### src/rtl/penc_scan.sv
// ---------------------------------------------------------------------------
// penc_scan -- sequential priority encoder.
//
// Takes a request vector and emits the index of every set bit, one beat per
// index, highest priority first. An all-zero vector gives a single beat that
// is flagged with out_zero.
//
// Build option:
//   PENC_SCAN_LSB_FIRST_EN  defined -> lowest set bit is reported first.
//                           undefined -> highest set bit first (default).
//
// Ports:
//   clk        in   clock, rising edge
//   rst_n      in   asynchronous active-low reset
//   in_valid   in   in_vec is valid
//   in_ready   out  vector can be accepted this cycle
//   in_vec     in   request vector (WIDTH)
//   out_valid  out  out_idx / out_last / out_zero are valid
//   out_ready  in   consumer takes the current beat
//   out_idx    out  index of the current pending bit (IDX_W)
//   out_last   out  final beat of the current vector
//   out_zero   out  accepted vector was all-zero, beat carries no index
//   busy       out  a vector is held and not yet fully emitted
//
// state | meaning
// ------+----------------------------------------------------------
// IDLE  | no vector held, ready to accept
// SCAN  | presenting the selected bit of pend_q, one beat per index
// ---------------------------------------------------------------------------
module penc_scan #(
   parameter int WIDTH = 8,
   parameter int IDX_W = $clog2(WIDTH)
) (
   input  logic             clk,
   input  logic             rst_n,
   input  logic             in_valid,
   output logic             in_ready,
   input  logic [WIDTH-1:0] in_vec,
   output logic             out_valid,
   input  logic             out_ready,
   output logic [IDX_W-1:0] out_idx,
   output logic             out_last,
   output logic             out_zero,
   output logic             busy
);

   typedef enum logic {
      ST_IDLE = 1'b0,
      ST_SCAN = 1'b1
   } state_t;

   state_t           state_q, state_d;
   logic [WIDTH-1:0] pend_q, pend_d;
   logic             zflag_q, zflag_d;

   logic [IDX_W-1:0] sel_idx;
   logic [WIDTH-1:0] sel_oh;
   logic             multi;

   // Select the priority bit of pend_q. The loop runs from lowest to highest
   // priority so the last match wins.
   always_comb begin
      sel_idx = '0;
      sel_oh  = '0;
`ifdef PENC_SCAN_LSB_FIRST_EN
      for (int i = WIDTH - 1; i >= 0; i--) begin
         if (pend_q[i]) begin
            sel_idx   = IDX_W'(i);
            sel_oh    = '0;
            sel_oh[i] = 1'b1;
         end
      end
`else
      for (int i = 0; i < WIDTH; i++) begin
         if (pend_q[i]) begin
            sel_idx   = IDX_W'(i);
            sel_oh    = '0;
            sel_oh[i] = 1'b1;
         end
      end
`endif
   end

   // More than one bit pending: x & (x-1) strips the lowest set bit.
   assign multi = |(pend_q & (pend_q - WIDTH'(1)));

   always_ff @(posedge clk or negedge rst_n) begin
      if (!rst_n) begin
         state_q <= ST_IDLE;
         pend_q  <= '0;
         zflag_q <= 1'b0;
      end else begin
         state_q <= state_d;
         pend_q  <= pend_d;
         zflag_q <= zflag_d;
      end
   end

   always_comb begin
      state_d = state_q;
      pend_d  = pend_q;
      zflag_d = zflag_q;
      case (state_q)
         ST_IDLE: begin
            if (in_valid) begin
               state_d = ST_SCAN;
               pend_d  = in_vec;
               zflag_d = ~|in_vec;
            end
         end
         ST_SCAN: begin
            if (out_ready) begin
               if (multi) begin
                  pend_d = pend_q & ~sel_oh;
               end else begin
                  state_d = ST_IDLE;
                  pend_d  = '0;
                  zflag_d = 1'b0;
                  // last beat leaves while the next vector loads: no bubble
                  if (in_valid) begin
                     state_d = ST_SCAN;
                     pend_d  = in_vec;
                     zflag_d = ~|in_vec;
                  end
               end
            end
         end
         default: begin
            state_d = ST_IDLE;
         end
      endcase
   end

   always_comb begin
      busy      = (state_q == ST_SCAN);
      out_valid = busy;
      out_idx   = (busy && !zflag_q) ? sel_idx : '0;
      out_last  = busy && !multi;
      out_zero  = busy && zflag_q;
      in_ready  = !busy || (out_ready && !multi);
   end

endmodule

### config.mk
export PLATFORM = sky130hd
export DESIGN_NAME = penc_scan
export DESIGN_NICKNAME = d
export VERILOG_FILES = /design/src/rtl/penc_scan.sv
export SDC_FILE = /design/constraint.sdc
export NUM_CORES = 1
export LEC_CHECK = 0
export CORE_AREA = 4 4 43 49
export CTS_BUF_LIST = sky130_fd_sc_hd__clkbuf_4
export DETAILED_ROUTE_END_ITERATION = 16
export DIE_AREA = 0 0 47 53
export PLACE_DENSITY = 0.77
export SLEW_MARGIN = 30
export SYNTH_ARGS = -nofsm -noshare
export SYNTH_HDL_FRONTEND = slang
export SYNTH_SLANG_ARGS = --single-unit
### constraint.sdc
create_clock -name clk -period 2.39 [get_ports clk]
set_clock_uncertainty 0.05 [all_clocks]
set_input_delay 0.3585 -clock clk [delete_from_list [all_inputs] [get_ports clk]]
set_output_delay 0.3585 -clock clk [all_outputs]
set_load 0.01 [all_outputs]
==> results summary, run 1 <==
Among all flip-flop cells after synthesis, the most frequent one is dfrtp_1. The count of cell types in the netlist came out at 37. The start point of the critical path is pend_q[2]. The worst reg2reg path startpoint is pend_q[2]. Across the run, the number of max-cap violations was 0.

The standard cell core area is 1680 um^2. The maximum resistive drop on vdd came out at 801 uV. The post-detailed-route via-to-cell ratio came out at 6.04. The worst slew margin relative to its limit came out at 0.673. The number of H-tree branching levels is 1.

The most critical setup path has its endpoint at in_ready. The post-layout worst setup margin came out at 0.0784 ns. The routed design could run at a clock period as short as 2.31 ns. The number of remaining DRC errors came out at 0. The cell row count is 16. The root cell of the clock tree is clkbuf_4. The share of the cycle needed by the critical path after routing is 0.967. The average wire per standard cell came out at 16.1 um. The number of pins with negative max-slew slack in the final report is 0. The clock tree from TritonCTS is yes. The setup-violating endpoint count in the final report is 0.

The initial core utilization is 0.457. The number of violations reported at the end of detailed-routing iteration 0 came out at 36. The worst setup path is captured at a primary output. The total number of clock tree sinks is 10. The path class of the lowest-slack min-delay path is input pin to asynchronous set/reset pin. The sequential element share of the synthesized area came out at 0.326. Entering global routing, the biggest net connects 18 pins. Prior to clock tree synthesis, the placed netlist has a worst setup slack of 0.0109 ns. The aggregate routed wire length is 2.20 mm. For this run, the post-layout net count is 132.

The largest buffer count on any clock path is 2. The number of antenna violations at the first check in global routing was 0. The die is 47 um wide.

The count of buffers from port buffering is 19. The via count of the first global-routing pass was 791. The number of cells on the worst reg-to-reg path is 7. The wire length of the first global-routing pass is 3.56 mm. The count of synthesis-stage warnings from yosys is 0. The global route total overflow is 0. The register-to-register setup slack came out at 0.19 ns. The leakage power of the design is 0.484 nW. The overall die height came out at 53 um. The final-report hold violation count is 0. Across every metal layer, demand over resource in global routing totals 0.201. The number of buffers created by CTS is 3. The run finished with clean final reports.

The net count after synthesis is 99. The endpoint of the lowest-slack register-to-register path is pend_q[5]. The worst setup path is launched from a flip-flop.

The post-synth design cell area came out at 768 um^2. At the pin with the least slew margin, the transition time is 0.490 ns. The number of instances in the synthesized netlist is 87.

For this design, the CTS-stage hold fixing added 0 buffers. Clock-pin slew was measured on the worst setup and hold paths at 0.06 ns. For this design the ratio of total power to cell area is 1460 nW/um^2.

During I/O placement, the number of pins put on the boundary was 20. The estimated wirelength of the detail-placed design came out at 1.61 mm. The critical path is of the flip-flop to primary output type. The floorplan die area came out at 2490 um^2.

The number of antenna-violating nets in the routed design is 0. The share of final-layout standard cells stronger than drive strength 1 came out at 0.212. The first-pass detailed-route iteration total is 4. At the later pin of the worst-skew pair, clock insertion delay measures 0.26 ns. The flip-flop and latch count after synthesis is 10. The hold slack came out at 0.372 ns. Relative to the synthesized area, the layout overhead comes to 40.7%. The data arrival at the endpoint of the critical path came out at 1.90 ns.

The maximum fanout count along the critical path came out at 4. Timing would allow up to 433 MHz. The share of flip-flops with an asynchronous set or reset after synthesis came out at 1.00. The routed layout has 822 vias.

The number of diodes is 0. Yosys mapped a number of flops with a built-in enable equal to 0. The congestion estimate from routability-driven global placement came to 0.841.

The worst path required time came out at 1.98 ns. A synthesized cell averages 8.83 um^2.
sequential cells by signal, indices dropped and copies added (netlist names):
signal,cells
pend_q,8
zflag_q,1
busy,1
through the flow:
step	total power [W]	setup TNS [ns]	instance area (um^2)	util	std cells
3_5_place_dp	0.00137	0	1030	0.614	129
5_1_grt	0.00169	-0.00825	1080	0.643	136
2_1_floorplan	0.000921	0	768	-	87
4_1_cts	0.00152	-0.0596	1070	0.636	134
3_3_place_gp	0.00135	0	1030	0.614	129
6_report	0.00158	0	1080	0.643	136
cells by family (layout without fill, tap and decap cells):
| kind of cell | count (synthesis) | in the layout | share of synthesized area |
|---|---|---|---|
| flops | 10 | 10 | 0.326 |
| fa+ha+maj | 2 | 2 | 0.0261 |
| compound gates | 29 | 29 | 0.334 |
| buf+inv | 12 | 43 | 0.0700 |
| mux | 2 | 2 | 0.0261 |
| simple gates | 32 | 32 | 0.218 |
per-layer routing:
layer  vias up  wire [um]  global-route usage
li1        388          -                   -
met5         -          0                   0
met4         0         44              0.0968
met3         6        121              0.0136
met1       394        935               0.261
met2        34       1090               0.328
critical path, cell delays in order, from the launching register on:
cell and delay, ns:
dfrtp_1 0.41, or4_4 0.59, o311ai_2 0.09, buf_4 0.17, buf_4 0.11, a31oi_4 0.09, inv_2 0.06, buf_2 0.12
timing repair:
item,CTS,global route
setup endpoints to repair,2,3
gates cloned,0,0
gates resized for setup,4,6
buffers inserted,2,2
pin swaps,1,2
synthesized netlist by cell type (2+ instances only):
master    number  area share
nor2_1         7       0.034
nor4_1         3       0.024
o21ai_0        3       0.020
clkbuf_1       3       0.015
nand2b_1       3       0.024
a21oi_1        3       0.020
a221o_1        4       0.052
and2_1         2       0.016
o22ai_1        2       0.016
inv_1          6       0.029
buf_4          2       0.020
o21a_1         2       0.020
o31ai_1        3       0.029
dfrtp_1       10        0.33
mux2i_1        2       0.026
maj3_1         2       0.026
a21o_1         2       0.020
nand2_1        9       0.044
report_power, final:
group | leakage (nW) | switching (W) | internal, W
Clock | 0.0138 | 0.0000513 | 0.0000578
Sequential | 0.128 | 0.0000781 | 0.000237
Combinational | 0.343 | 0.000540 | 0.000612
placed cells by master (no fill, tap or decap), drive strengths merged, types with 2 or more instances in the layout:
cell,instances
or4,2
mux2i,2
clkbuf,4
nor4,3
o21ai,3
clkdlybuf4s50,16
maj3,2
and2,2
inv,6
a21oi,3
dfrtp,10
nand2,9
buf,16
a221o,4
o22ai,2
nor2,7
a21o,2
nand2b,3
o31ai,4
o21a,2
how the worst min path moves through the flow:
| stage | to | startpoint | depth (start not counted) |
|---|---|---|---|
| after floorplan | busy | rst_n | 0 |
| after global placement | zflag_q | zflag_q | 3 |
| after detailed placement | zflag_q | zflag_q | 3 |
| after CTS | busy | rst_n | 1 |
| after global routing | pend_q[6] | rst_n | 1 |
| final | pend_q[6] | rst_n | 1 |
layout make-up:
cell class / instances / area, um^2
clock buffers: 3 / 22.5
fillers: 136 / 601
multi-input cells: 65 / 464
inverters: 6 / 22.5
flip-flops and latches: 10 / 250
well taps: 18 / 22.5
repair buffers: 34 / 299
No activity file was read; power rests on OpenSTA's default activity.
==> run 2: changes to the inputs <==
MAX_ROUTING_LAYER = met4   (was unset)
==> results summary, run 2 (synthesis gave the netlist of run 1 again) <==
The flip-flop count of the largest register after layout was 8 (unchanged). The root cell of the clock tree is clkbuf_4 (unchanged). The via count of the first global-routing pass is 786 (was 791).

The number of placed cells counting well taps came out at 129 (unchanged). The worst-skew pair later-pin latency came out at 0.26 ns (about the same). The total vias in the final route was 834 (was 822). The relative area change from synthesis to final layout came out at 40.7% (unchanged). The clock-pin slew of the registers on the worst-case setup and hold paths came out at 0.06 ns (about the same).

The number of antenna violations at the first check in global routing came out at 0 (unchanged). The maximum number of pins on one net before global-route repair came out at 18 (unchanged). The most common cell after layout, fill and taps aside is clkdlybuf4s50_1 (unchanged). The largest buffer count on any clock path is 2 (unchanged). The maximum resistive drop on vdd is 806 uV (was 801 uV). The hold slack came out at 0.367 ns (was 0.372 ns).

The clock tree from TritonCTS was yes (unchanged). Leading cell types in the layout, fill and taps excluded: clkdlybuf4s50_1 (16), buf_4 (14), dfrtp_1 (10) (unchanged). The post-detailed-route via-to-cell ratio is 6.13 (was 6.04). The number of antenna-violating nets in the routed design is 0 (unchanged). The overall power is 0.00158 W (about the same). The cell row count came out at 16 (unchanged). The transition time of the tightest slew-check pin came out at 0.489 ns (was 0.490 ns). The aggregate routed wire length came out at 2.20 mm (about the same).

The startpoint kind of the worst setup timing path is a flip-flop (unchanged). The aggregate global-route resource usage came out at 0.207 (was 0.201). The clock period minus worst slack came to 2.31 ns (about the same). The final-report hold violation count came to 0 (unchanged). The number of H-tree branching levels is 1 (unchanged). The most flop-heavy register is pend_q (unchanged). The leakage power of the design was 0.484 nW (unchanged). The number of remaining DRC errors came out at 0 (unchanged).

The share of the cycle needed by the critical path after routing came out at 0.968 (was 0.967). The average wire per standard cell came to 16.2 um (was 16.1 um). The overall die height was 53 um (unchanged). The worst slew margin relative to its limit came to 0.674 (was 0.673). The estimated wirelength of the detail-placed design is 1.61 mm (unchanged). The cell area reported after detailed placement is 1030 um^2 (unchanged). The classification of the worst setup path is flip-flop to primary output (unchanged). The total number of clock tree sinks is 10 (unchanged). The total non-filler cell area in the finished layout is 1080 um^2 (unchanged). The initial core utilization came out at 0.457 (unchanged).

The global route total overflow is 0 (unchanged). The final standard cell count with taps included and fillers excluded is 136 (unchanged). The category of the worst setup path capture point is a primary output (unchanged). The count of max-cap constraint violations came out at 0 (unchanged). The number of pins with negative max-slew slack in the final report came out at 0 (unchanged). The filler cell count is 136 (unchanged). The number of diodes is 0 (unchanged). The count of buffers from port buffering came out at 19 (unchanged). The power per cell area came to 1460 nW/um^2 (about the same). The first-pass detailed-route iteration total came out at 5 (was 4).

The worst path required time is 1.98 ns (about the same). The path class of the lowest-slack min-delay path was input pin to asynchronous set/reset pin (unchanged). The number of violations reported at the end of detailed-routing iteration 0 is 32 (was 36). The floorplan die area is 2490 um^2 (unchanged). The setup-violating endpoint count in the final report is 0 (unchanged).

The number of hold-repair buffers added at the cts stage came out at 0 (unchanged). The global placer's final weighted congestion came to 0.854 (was 0.841). The highest clock rate is 432 MHz (was 433 MHz). The number of buffers created by CTS came out at 3 (unchanged). The width of the chip came to 47 um (unchanged). Status: finished, final reports clean (unchanged). The wire length of the first global-routing pass came to 3.56 mm (unchanged). The number of placed I/O pins is 20 (unchanged). The maximum fanout count along the critical path came out at 4 (unchanged). The number of nets in the finished design was 132 (unchanged). The share of final-layout standard cells stronger than drive strength 1 is 0.212 (unchanged). The standard cell core area came to 1680 um^2 (unchanged). The data arrival at the endpoint of the critical path is 1.91 ns (was 1.90 ns).
[run 2: cell counts in the layout (fill, tap and decap cells not counted)]
Identical to the previous run, type by type.
[run 2: worst paths after layout]
| kind | from | to | slack [ns] | depth (start not counted) |
|---|---|---|---|---|
| max | pend_q[2] | in_ready | 0.08 | 7 |
| min | rst_n | pend_q[7] | 0.37 | 1 |
| max reg2reg | pend_q[2] | pend_q[5] | 0.19 | 7 |
| min reg2reg | zflag_q | zflag_q | 0.60 | 3 |
| max in group asynchronous | rst_n | pend_q[1] | 1.61 | 1 |
| min in group clk | zflag_q | zflag_q | 0.60 | 3 |
[run 2: per-stage QoR]
step,setup WS [ns],util,TNS [ns]
2_1_floorplan,0.485,-,0
3_3_place_gp,0.0422,0.614,0
3_5_place_dp,0.0109,0.614,0
4_1_cts,-0.0596,0.636,-0.0596
5_1_grt,-0.00825,0.643,-0.00825
6_report,0.0762,0.643,0
[run 2: where the power goes]
part	total, W	leakage (nW)	switching, W	internal, W
clock network	0.000111	0.0138	0.0000531	0.0000580
logic	0.00115	0.343	0.000538	0.000612
registers	0.000315	0.128	0.0000785	0.000237
total	0.00158	0.484	0.000669	0.000906
[run 2: critical path, stage by stage (launching register included)]
cell,delay (ns)
dfrtp_1,0.41
or4_4,0.58
o311ai_2,0.09
buf_4,0.17
buf_4,0.11
a31oi_4,0.09
inv_2,0.06
buf_2,0.12
[run 2: timing repair]
action                                  CTS  global route
pin swaps                                 1             2
buffers inserted                          2             2
gates resized for setup                   4             6
endpoints found under the setup margin    2             3
[run 2: cell type report]
type	count	area, um^2	share of cell area
sequential	10	250	0.231
inverter	6	22.5	0.0208
multi-input combinational	65	464	0.429
timing repair buffer	34	299	0.277
clock buffer	3	22.5	0.0208
tap	18	22.5	0.0208
[run 2: metal layers]
layer,GRT usage,vias to the layer above,wire length (um)
met3,0.0136,6,121
met5,-,-,0
met2,0.330,37,1120
met4,0.0968,0,45
li1,-,388,-
met1,0.261,403,916
==> run 3: changes to the inputs <==
CTS_CLUSTER_SIZE = 16   (was unset)
==> results of run 3 <==
The final DEF is identical to that of run 2; final timing and power are the same.
